File: src/rtl/spi_word_pkg.sv
// Shared definitions for the SPI word controller: controller state encoding,
// the default word width and the serial bit-order mapping.
package spi_word_pkg;

    localparam int DEFAULT_WORD_BITS = 64;

    typedef enum logic [2:0] {
        IDLE,
        SETUP,
        XFER,
        HOLD,
        GAP,
        HELD
    } state_t;

    // Serial bit n travels LSB-byte first, MSB first within each byte.
    function automatic int unsigned bit_index(input int unsigned n);
        return 8 * (n / 8) + 7 - (n % 8);
    endfunction

endpackage

File: src/rtl/spi_word_controller_sck_gen.sv
// SCK generator: a CLK_DIV half-period counter producing SCK and
// single-cycle strobes that flag the clock edge on which SCK will rise or fall.
module spi_sck_gen #(
    parameter int CLK_DIV = 4
) (
    input  logic CLK,
    input  logic resetn,
    input  logic enable,
    input  logic clear,
    output logic sck,
    output logic rise,
    output logic fall
);

    localparam int CNT_W = (CLK_DIV > 1) ? $clog2(CLK_DIV) : 1;

    logic [CNT_W-1:0] count;
    logic             terminal;

    assign terminal = (count == CNT_W'(CLK_DIV - 1));
    assign rise     = enable && terminal && !sck;
    assign fall     = enable && terminal && sck;

    // Count out each half period and toggle SCK at its end; clear parks SCK low.
    always_ff @(posedge CLK) begin
        if (!resetn || clear) begin
            count <= '0;
            sck   <= 1'b0;
        end else if (enable) begin
            if (terminal) begin
                count <= '0;
                sck   <= ~sck;
            end else begin
                count <= count + CNT_W'(1);
            end
        end
    end

endmodule

File: src/rtl/spi_word_controller.sv
// SPI mode-0 initiator moving one little-endian word per CS frame while
// capturing the returned word. Optional burst mode (macro
// SPI_WORD_CONTROLLER_BURST_EN) adds tx_hold to keep CS low between words.
module spi_word_controller
    import spi_word_pkg::*;
#(
    parameter int WORD_BITS = DEFAULT_WORD_BITS,
    parameter int CLK_DIV   = 4,
    parameter int CS_SETUP  = 2,
    parameter int CS_HOLD   = 2
) (
    input  logic                 CLK,
    input  logic                 resetn,
    input  logic [WORD_BITS-1:0] tx_data,
    input  logic                 tx_valid,
    output logic                 tx_ready,
    output logic [WORD_BITS-1:0] rx_data,
    output logic                 rx_valid,
    output logic                 busy,
    output logic                 SCK,
    output logic                 CS,
    output logic                 COPI,
    input  logic                 CIPO
`ifdef SPI_WORD_CONTROLLER_BURST_EN
    ,
    input  logic                 tx_hold
`endif
);

    localparam int IDX_W   = $clog2(WORD_BITS);
    localparam int PHASE_W = 16;

    state_t               state;
    state_t               state_next;
    logic [PHASE_W-1:0]   phase_cnt;
    logic [IDX_W-1:0]     bit_cnt;
    logic [WORD_BITS-1:0] tx_word;
    logic [WORD_BITS-1:0] rx_word;
    logic                 accept;
    logic                 last_bit;
    logic                 chain;
    logic                 sck_rise;
    logic                 sck_fall;
    logic                 sck_en;
    logic                 sck_clr;
    logic [IDX_W-1:0]     first_sel;
    logic [IDX_W-1:0]     cur_sel;
    logic [IDX_W-1:0]     next_sel;

`ifdef SPI_WORD_CONTROLLER_BURST_EN
    logic hold_word;

    assign chain    = hold_word;
    assign tx_ready = (state == IDLE) || (state == HELD);
`else
    assign chain    = 1'b0;
    assign tx_ready = (state == IDLE);
`endif

    assign busy      = (state != IDLE);
    assign accept    = tx_valid && tx_ready;
    assign last_bit  = (bit_cnt == IDX_W'(WORD_BITS - 1));
    assign sck_en    = (state == XFER);
    assign sck_clr   = (state != XFER);
    assign first_sel = IDX_W'(bit_index(32'd0));
    assign cur_sel   = IDX_W'(bit_index(32'(bit_cnt)));
    assign next_sel  = IDX_W'(bit_index(32'(bit_cnt) + 32'd1));

    spi_sck_gen #(
        .CLK_DIV(CLK_DIV)
    ) sck_gen (
        .CLK   (CLK),
        .resetn(resetn),
        .enable(sck_en),
        .clear (sck_clr),
        .sck   (SCK),
        .rise  (sck_rise),
        .fall  (sck_fall)
    );

    // State register.
    always_ff @(posedge CLK) begin
        if (!resetn) begin
            state <= IDLE;
        end else begin
            state <= state_next;
        end
    end

    // Next-state decode; SETUP/HOLD/GAP are timed by the phase counter.
    always_comb begin
        state_next = state;
        case (state)
            IDLE:    if (tx_valid) state_next = SETUP;
            SETUP:   if (phase_cnt == PHASE_W'(CS_SETUP - 1)) state_next = XFER;
            XFER:    if (sck_fall && last_bit) state_next = chain ? HELD : HOLD;
            HOLD:    if (phase_cnt == PHASE_W'(CS_HOLD - 1)) state_next = GAP;
            GAP:     if (phase_cnt == PHASE_W'(CLK_DIV - 1)) state_next = IDLE;
            HELD:    if (tx_valid) state_next = XFER;
            default: state_next = IDLE;
        endcase
    end

    // Phase counter restarts on every state change.
    always_ff @(posedge CLK) begin
        if (!resetn || (state_next != state)) begin
            phase_cnt <= '0;
        end else begin
            phase_cnt <= phase_cnt + PHASE_W'(1);
        end
    end

    // Shift datapath, registered CS/COPI and the completion pulse.
    always_ff @(posedge CLK) begin
        if (!resetn) begin
            tx_word  <= '0;
            rx_word  <= '0;
            bit_cnt  <= '0;
            CS       <= 1'b1;
            COPI     <= 1'b0;
            rx_valid <= 1'b0;
            rx_data  <= '0;
`ifdef SPI_WORD_CONTROLLER_BURST_EN
            hold_word <= 1'b0;
`endif
        end else begin
            rx_valid <= 1'b0;
            CS       <= !(state_next inside {SETUP, XFER, HOLD, HELD});
            if (accept) begin
                tx_word <= tx_data;
                bit_cnt <= '0;
                COPI    <= tx_data[first_sel];
`ifdef SPI_WORD_CONTROLLER_BURST_EN
                hold_word <= tx_hold;
`endif
            end
            if ((state == XFER) && sck_rise) begin
                rx_word[cur_sel] <= CIPO;
            end
            if ((state == XFER) && sck_fall && !last_bit) begin
                bit_cnt <= bit_cnt + IDX_W'(1);
                COPI    <= tx_word[next_sel];
            end
            if ((state == HOLD) && (state_next == GAP)) begin
                COPI     <= 1'b0;
                rx_valid <= 1'b1;
                rx_data  <= rx_word;
            end
            if ((state == XFER) && (state_next == HELD)) begin
                rx_valid <= 1'b1;
                rx_data  <= rx_word;
            end
        end
    end

endmodule

File: config.mk
export PLATFORM = sky130hd
export DESIGN_NAME = spi_word_controller
export DESIGN_NICKNAME = d
export VERILOG_FILES = /design/src/rtl/spi_word_pkg.sv /design/src/rtl/spi_word_controller_sck_gen.sv /design/src/rtl/spi_word_controller.sv
export SDC_FILE = /design/constraint.sdc
export NUM_CORES = 1
export LEC_CHECK = 0
export ABC_AREA = 1
export BUFFER_PORTS_ARGS = -buffer_cell sky130_fd_sc_hd__buf_2
export CAP_MARGIN = 15
export CORE_ASPECT_RATIO = 1.4
export CORE_MARGIN = 4
export CORE_UTILIZATION = 57
export CTS_CLUSTER_DIAMETER = 200
export DETAILED_ROUTE_END_ITERATION = 16
export PLACE_DENSITY_LB_ADDON = 0.25
export SYNTH_ARGS = -nofsm -noshare
export SYNTH_HDL_FRONTEND = slang
export SYNTH_SLANG_ARGS = --single-unit
File: constraint.sdc
create_clock -name CLK -period 2.5 [get_ports CLK]
set_clock_uncertainty 0.1 [all_clocks]
set_input_delay 0.125 -clock CLK [delete_from_list [all_inputs] [get_ports CLK]]
set_output_delay 0.125 -clock CLK [all_outputs]
set_load 0.005 [all_outputs]
### Word level (Yosys, flattened, before mapping)

Index checks and enable logic that the tools add are counted.

| word-level totals | value |
|---|---|
| flip-flop bits (word level) | 223 |
| input port bits | 68 |
| output and inout bits | 70 |

| cells by class | value |
|---|---|
| $add $sub $neg | 8 |
| magnitude comparators | 3 |
| equality and inequality tests | 16 |
| muxes and demuxes | 21 |
| bitwise gates (word level) | 2 |
| reductions and logical operators | 24 |

Operator list:

| operator | count |
|---|---|
| $mux W64 | 2 |
| $bwmux W64 | 1 |
| $mux W3 | 6 |
| $pmux W3 S6 | 1 |
| $add A16 B1 Y16 const B | 1 |
| $eq A16 B1 Y1 const B | 1 |
| $eq A16 B2 Y1 const B | 1 |
| $lt A6 B7 Y1 const B | 2 |
| $add A6 B1 Y6 const B | 2 |
| $add A6 B3 Y6 const B | 2 |
| $eq A3 B2 Y1 const B | 4 |
| $eq A3 B3 Y1 const B | 4 |
| $mux W6 | 2 |
| $sub A6 B3 Y6 | 2 |
| $logic_and A1 B1 Y1 | 11 |
| $bmux W1 S6 | 1 |
| $demux W1 S6 | 1 |
| $eq A3 B1 Y1 const B | 2 |
| $eq A6 B6 Y1 const B | 1 |
| $ge A6 B1 Y1 const B | 1 |
| $mux W1 | 6 |
| $logic_not A1 Y1 | 4 |
| $reduce_bool A2 Y1 | 2 |
| $reduce_bool A4 Y1 | 1 |
| 11 further kinds | 13 |

### Logic depth before layout (Yosys ltp)

Gate-level depths: netlist of run 1.

| logic depth | value |
|---|---|
| word-level depth | 10 |
| depth in mapped cells | 13 |
| depth with buffers taken out | 12 |

### Hierarchy

From an unflattened synthesis of run 1, not the netlist that was laid out.

| second synthesis, totals | value |
|---|---|
| cell total of the unflattened synthesis | 1234 |
| area, all modules | 9285.2 sq um |

Modules (own cells, without submodules):

| module | times used | cells each | area an instance (sq um) |
|---|---|---|---|
| spi_word_controller | 1 | 1209 | 9131.3 |
| spi_sck_gen | 1 | 25 | 153.9 |

### Least setup slack after synthesis of run 1

No wires, ideal clock.

| path | value |
|---|---|
| path kind | register -> register |
| start | reg bit_cnt[0] |
| end | reg COPI |
| library setup time | 70 ps |
| arrival | 1634 ps |
| required time | 2330 ps |
| path slack | 696 ps |
| cell stages (with the launch flop) | 13 |
| path buffers | 2 |
| period minus slack after synthesis | 1804 ps |
| path through | dfxtp_1 -> ha_1 -> buf_2 -> inv_1 -> buf_2 -> nand3_1 -> nand3_1 -> nand3_1 -> nand3_1 -> nand2_1 -> nand2_1 -> nand3_1 -> a21oi_1 |

| on the way | value |
|---|---|
| word-level cells in the longest chain between the ends | 7 |

RTL lines:

| what | line | RTL |
|---|---|---|
| start, declared | spi_word_controller.sv:36 | `logic [IDX_W-1:0] bit_cnt;` |
| start signal, assigned | spi_word_controller.sv:141 | `bit_cnt <= bit_cnt + IDX_W'(1);` |
| parallel branches: the longest is 7 deep, another holds $add A6 B1 Y6 | n/a |  |
| end signal, assigned | spi_word_controller.sv:132 | `COPI <= tx_data[first_sel];` |
| end signal, assigned | spi_word_controller.sv:142 | `COPI <= tx_word[next_sel];` |
| end, declared | spi_word_controller.sv:22 | `output logic COPI,` |

Several ways; the timed one is not identified. The select of a mux whose other input is x is not followed.
A chain may end at the register's enable or synchronous reset.

### Final worst setup path of run 1

| path | value |
|---|---|
| start | reg state[2] |
| end | reg tx_word[29] |

| on the way | value |
|---|---|
| word-level cells in the longest chain between the ends | 2 |

RTL lines:

| what | line | RTL |
|---|---|---|
| start, declared | spi_word_controller.sv:33 | `state_t state;` |
| start signal, assigned | spi_word_controller.sv:86 | `state <= state_next;` |
| $logic_not A3 Y1 | spi_word_controller.sv:57 | `assign tx_ready = (state == IDLE);` |
| $logic_and A1 B1 Y1 | spi_word_controller.sv:61 | `assign accept = tx_valid && tx_ready;` |
| end signal, assigned | spi_word_controller.sv:130 | `tx_word <= tx_data;` |
| end, declared | spi_word_controller.sv:37 | `logic [WORD_BITS-1:0] tx_word;` |

No other way between the ends.

==> results of run 1 <==
-- synthesized netlist by cell type --
master	number	share of area [%]
a211oi_1	4	0.32
a21oi_1	122	6.6
a21oi_2	4	0.38
a311oi_1	50	4.7
a311oi_2	7	1.1
and2_1	1	0.067
buf_1	7	0.28
buf_12	1	0.22
buf_2	26	1.4
buf_4	3	0.24
buf_6	3	0.36
clkbuf_1	44	1.8
clkinv_1	3	0.12
dfxtp_1	223	48
ha_1	4	0.54
inv_1	94	3.8
inv_2	13	0.52
inv_4	2	0.13
inv_6	1	0.094
nand2_1	222	9.0
nand2_2	3	0.20
nand2_4	4	0.48
nand3_1	133	7.2
nand3_2	1	0.11
nand3_4	1	0.19
nand3b_1	1	0.081
nand4_1	4	0.27
nor2_1	45	1.8
nor2_2	4	0.27
nor2_4	15	1.8
nor2_8	1	0.22
nor3_1	13	0.70
nor3_2	2	0.22
nor3_4	2	0.35
nor4_1	3	0.20
o211ai_1	6	0.48
o21a_1	2	0.16
o21ai_0	75	4.0
o21ai_2	1	0.094
o21bai_1	1	0.081
o22ai_1	1	0.067
or2_1	1	0.067
xnor2_1	2	0.19
xor2_1	13	1.2
-- through the flow --
stage | utilization (%) | hold WS [ns] | std cells | total power [W]
after floorplan | - | 0.160 | 1168 | 0.00424
after global placement | 62.6 | 0.263 | 1447 | 0.00439
after detailed placement | 62.6 | 0.266 | 1447 | 0.00440
after CTS | 73.2 | 0.313 | 1584 | 0.00769
after global routing | 73.2 | 0.362 | 1584 | 0.00796
final | 73.2 | 0.344 | 1584 | 0.00768
-- cells in the final DEF (no fill, tap or decap), drive strengths merged --
| master | n |
|---|---|
| nor2 | 65 |
| nand4 | 4 |
| a211oi | 4 |
| o21a | 2 |
| clkinv | 7 |
| clkbuf | 30 |
| buf | 164 |
| inv | 111 |
| xor2 | 13 |
| and2 | 1 |
| dlygate4sd3 | 101 |
| o211ai | 6 |
| o21ai | 76 |
| o21bai | 1 |
| or2 | 1 |
| nand3b | 1 |
| dfxtp | 223 |
| xnor2 | 2 |
| o22ai | 1 |
| nor3 | 17 |
| bufinv | 1 |
| nand3 | 135 |
| ha | 4 |
| a21oi | 126 |
| a311oi | 57 |
| nand2 | 229 |
| nor4 | 3 |
-- critical path, cell delays in order, from the launching register on --
cell	delay [ns]
dfxtp_1	0.47
inv_4	0.09
nand2_4	0.11
nor2_8	0.06
inv_6	0.24
buf_12	0.27
o21ai_0	0.13
dlygate4sd3_1	0.62
a21oi_1	0.15
-- final cells by class --
class                           instances  area share, %
Timing Repair Buffer                  265           16.3
Tap cell                              199           2.11
Clock inverter                          6          0.499
Inverter                              113           3.68
Clock buffer                           30           5.34
Sequential cell                       223           37.9
Multi-Input combinational cell        748           34.1
-- state kept, by name, summed over array words and instances, names as in the netlist --
signal,flops
COPI,1
CS,1
bit_cnt,6
phase_cnt,16
rx_data,64
rx_valid,1
rx_word,64
sck_gen.count,2
sck_gen.sck,1
state,3
tx_word,64
-- how the worst max path moves through the flow --
| stage | endpoint | slack, ns | cells past startpoint |
|---|---|---|---|
| detailed placement | COPI | 0.33 | 10 |
| global route | tx_word[29] | 0.02 | 8 |
| CTS | tx_word[25] | 0.27 | 8 |
| global placement | COPI | 0.38 | 10 |
| finish | tx_word[29] | 0.15 | 8 |
| floorplan | COPI | 0.70 | 12 |
-- cell families after synthesis --
group | after synthesis | synth area share [%]
fa+ha+maj | 4 | 0.538
compound gates | 273 | 18.0
simple gates | 456 | 23.1
xor+xnor | 15 | 1.41
flops | 223 | 48.0
buf+inv | 197 | 8.94
-- metal layers --
layer  vias to the layer above  GRT usage [%]
met4                         0           9.97
li1                       4331              -
met2                       343           47.1
met1                      4022           31.6
met3                        62           3.50
met5                         -              0
-- power groups by stage --
stage / combinational, W / clock, W / sequential [W]
floorplan: 0.000443 / 0 / 0.00380
global placement: 0.000583 / 0 / 0.00381
detailed placement: 0.000592 / 0 / 0.00381
CTS: 0.000745 / 0.00322 / 0.00373
global route: 0.000860 / 0.00336 / 0.00374
finish: 0.000780 / 0.00316 / 0.00374
-- repair_timing --
action,4_1_cts,5_1_grt
setup buffers,0,0
hold buffers,101,0
endpoints found under the hold margin,70,0
endpoints found under the setup margin,0,0
==> results_dict.tcl, run 1 <==
set metrics [dict create \
    hold_class "reg -> reg" \
    ys_ff_latch 223 \
    ys_seq_area_share_pct 48.0 \
    holdPathEnd "rx_data[62]" \
    routedWlPerCell_um 15.8 \
    pwr-share-comb_pct 10.2 \
    hold_depth 2 \
    power_leakage_nw 5.06 \
    switching_power_w 0.00182 \
    intPower_w 0.00586 \
    vias_per_cell 5.53 \
    rsz0062_at_grt "no" \
    worstPathMaxFanout 63 \
    highest_layer "met4" \
    cap_viol_max_count 0 \
    worstRegToRegCells 8 \
    grt.total_usage_pct 26.4 \
    drtAntennaViolNets 0 \
    place_area_um2 10100 \
    firstDrtPassIters 7 \
    syn-instance-count 1168 \
    cts_root_buf "clkbuf_16" \
    fin_crit_ns 2.35 \
    cts_tree "done" \
    clock-sinks 223 \
    share_seq_of_total_power_pct 48.7 \
    chipHeight_um 159 \
    slew_headroom_pct 47.7 \
    dp_hpwl_um 14900 \
    synth_nets 1240 \
    dp_slack_ns 0.334 \
    clkPwrFrac_pct 41.2 \
    clock_path_buffers 3 \
    drt-total-wl_um 25000 \
    io_pins 138 \
    n_fill_cell 1220 \
    hold_viol_final 0 \
    grt_pass1_wl_um 40700 \
    drt-initial-drc-count 845 \
    multi_input_area_um2 4020 \
    clk_pin_slew_ns 0.07 \
    initial_core_util_pct 57.8 \
    grt_max_degree 64 \
    vias 8758 \
    die_area_um2 18500 \
    synthToLayoutAreaGrowth_pct 26.6 \
    r2r_start "state[2]" \
    syn_avg_cell_area_um2 7.97 \
    clock_latency_ns 0.49 \
    crit_required_ns 2.81 \
    cts_resized 0 \
    fin_ws_ns 0.147 \
    dr_wl_met3_um 1450 \
    power.share.switching_pct 23.6 \
    regArea_um2 4470 \
    fin_crit_sh_pct 94.1 \
    met1Wirelength_um 9840 \
    first_global_vias 8580 \
    power_density_nw_per_um2 651 \
    worstSetupStartpoint "state[2]" \
    rows 55 \
    status "finished clean" \
    peakVddDrop_uv 562 \
    max_freq_mhz 425 \
    endpoint_kind "flop" \
    start_kind "flop" \
    yosys_warnings 0 \
    wl_met2_um 12800 \
    n_antenna_cell 0 \
    portBuffers 137 \
    layout.nets 1444 \
    ys_types 44 \
    rr_endpoint "tx_word[29]" \
    r2r_slack_ns 0.15 \
    fin_tns_setup_ns 0 \
    path_class "reg -> reg" \
    h-tree-depth 1 \
    drv_slew 0 \
    tightest_slew_ns 0.779 \
    coreArea_um2 16100 \
    setup_viol 0 \
    numCtsBuffers 21 \
    dieWidth_um 116 \
    drive_gt1_share_pct 18.9 \
    routabilityCongestion 0.822 \
    cp.arrival_ns 2.67 \
    hold_start "rx_word[62]" \
    route.detailed.drc 0 \
    gr-total-overflow 0 \
    syn_area_um2 9310 \
    fin_area_um2 11800 \
    antenna_found_initial 0 \
]
Note: power is estimated with default switching activity, not from simulation.
==> inputs of run 2 (changes only) <==
BUFFER_PORTS_ARGS = -buffer_cell sky130_fd_sc_hd__clkbuf_2   (was -buffer_cell sky130_fd_sc_hd__buf_2)
PLACE_DENSITY = 0.91   (was unset)
PLACE_DENSITY_LB_ADDON = unset   (was 0.25)
==> run 2 against run 1 <==
Sequential share of layout area up 1.1 points. Core utilization down 2.1 points. Total power up 0.18%.
==> results_dict.tcl, run 2 (synthesis results as in run 1) <==
set metrics [dict create \
    coreArea_um2 16100 \
    endpoint_kind "flop" \
    grt_pass1_wl_um 41000 \
    fin_crit_ns 2.25 \
    cp.arrival_ns 2.57 \
    critical-path-top-delay-family "buffers and inverters" \
    numCtsBuffers 21 \
    slew_headroom_pct 56.4 \
    drt-total-wl_um 25500 \
    crit_required_ns 2.82 \
    drtAntennaViolNets 0 \
    hold_class "in -> reg" \
    wl_met2_um 13000 \
    initial_core_util_pct 57.8 \
    die_area_um2 18500 \
    setup_viol 0 \
    rsz0062_at_grt "no" \
    clock-sinks 223 \
    vias_per_cell 5.71 \
    power_leakage_nw 4.88 \
    dieWidth_um 116 \
    power_w 0.00769 \
    worstPathCellList "inv_4 > nand2_4 > nor2_8 > inv_6 > buf_12 > o21ai_0 > dlygate4sd3_1 > a21oi_1" \
    synthToLayoutAreaGrowth_pct 23.1 \
    slowest_stage "dlygate4sd3_1" \
    highest_layer "met4" \
    drv_slew 0 \
    route.detailed.drc 0 \
    start_kind "flop" \
    rows 55 \
    met1Wirelength_um 9540 \
    worst_hold_slack_ns 0.0239 \
    cts_tree "done" \
    portBuffers 137 \
    worstPathMaxFanout 121 \
    max_freq_mhz 444 \
    routabilityCongestion 0.868 \
    clock_latency_ns 0.49 \
    dr_wl_met3_um 1590 \
    chipHeight_um 159 \
    peakVddDrop_uv 562 \
    power_density_nw_per_um2 671 \
    path_class "reg -> reg" \
    cap_viol_max_count 0 \
    final_cell_mix "222 x dfxtp_1, 222 x nand2_1, 136 x clkbuf_2, 132 x nand3_1, 122 x a21oi_1" \
    layout.nets 1410 \
    fin_ws_ns 0.247 \
    vias 8861 \
    status "finished clean" \
    io_pins 138 \
    grt.total_usage_pct 26.7 \
    largestRegisters "rx_data (64), rx_word (64), tx_word (64)" \
    clk_pin_slew_ns 0.07 \
    fin_crit_sh_pct 90.1 \
    firstDrtPassIters 7 \
    routedWlPerCell_um 16.4 \
    dp_hpwl_um 15500 \
    tightest_slew_ns 0.654 \
    dp_slack_ns 0.486 \
    grt_max_degree 122 \
    clock_path_buffers 3 \
    fin_area_um2 11500 \
    h-tree-depth 1 \
    n_fill_cell 1167 \
    place_area_um2 10100 \
    antenna_found_initial 1 \
    hold_viol_final 0 \
    postCtsSetupRepairBufs 0 \
    gr-total-overflow 0 \
    first_global_vias 8760 \
    drt-initial-drc-count 793 \
    fin_tns_setup_ns 0 \
    cpPeakStageDelay_ns 0.58 \
    worst-path-buf-inv 4 \
    cts_root_buf "clkbuf_16" \
    drive_gt1_share_pct 19.3 \
]
run 2: changes by cell type in the layout (fill, tap and decap cells not counted), sizes merged:
cell	change
buf	-137
bufinv	+1
clkbuf	+135
clkinvlp	+1
diode	+1
dlygate4sd3	-33
run 2: per-layer routing:
| layer | up-vias | global-route usage (%) |
|---|---|---|
| met3 | 122 | 3.92 |
| met4 | 0 | 13.5 |
| met5 | - | 0 |
| met1 | 4085 | 30.2 |
| li1 | 4265 | - |
| met2 | 389 | 47.7 |
run 2: final timing paths:
check	start	endpoint	slack [ns]	cells after the start
setup / recovery	state[2]	tx_word[58]	0.25	8
hold / removal	tx_valid	state[2]	0.02	6
setup reg to reg	state[2]	tx_word[58]	0.25	8
hold reg to reg	sck_gen.count[0]	sck_gen.count[0]	0.33	1
run 2: timing repair:
item	in CTS	in global routing
hold endpoints to repair	71	0
gates resized for setup	0	0
hold buffers	68	0
run 2: per-stage QoR:
| step | utilization [%] | instances |
|---|---|---|
| floorplan | - | 1168 |
| global route | 71.1 | 1552 |
| detailed placement | 62.5 | 1446 |
| finish | 71.1 | 1552 |
| global placement | 62.5 | 1446 |
| CTS | 71.1 | 1551 |
run 2: worst min-delay path: stages:
cell,delay [ns]
clkbuf_2,0.11
nor2_1,0.06
inv_2,0.05
nand3_1,0.11
inv_2,0.08
nor2_1,0.03
run 2: power breakdown:
part	leakage, nW	internal [W]	switching [W]
registers	1.81	0.00369	0.0000562
clock network	0.347	0.00191	0.00134
logic	2.72	0.000268	0.000440
run 2: final cells by class:
type	instances	area [um2]	share of cell area, %
Antenna cell	1	2.50	0.0218
Clock inverter	8	100	0.874
Sequential cell	223	4470	39.0
Timing Repair Buffer	231	1580	13.8
Clock buffer	29	606	5.29
Inverter	113	434	3.79
Tap cell	199	249	2.17
Multi-Input combinational cell	748	4020	35.1
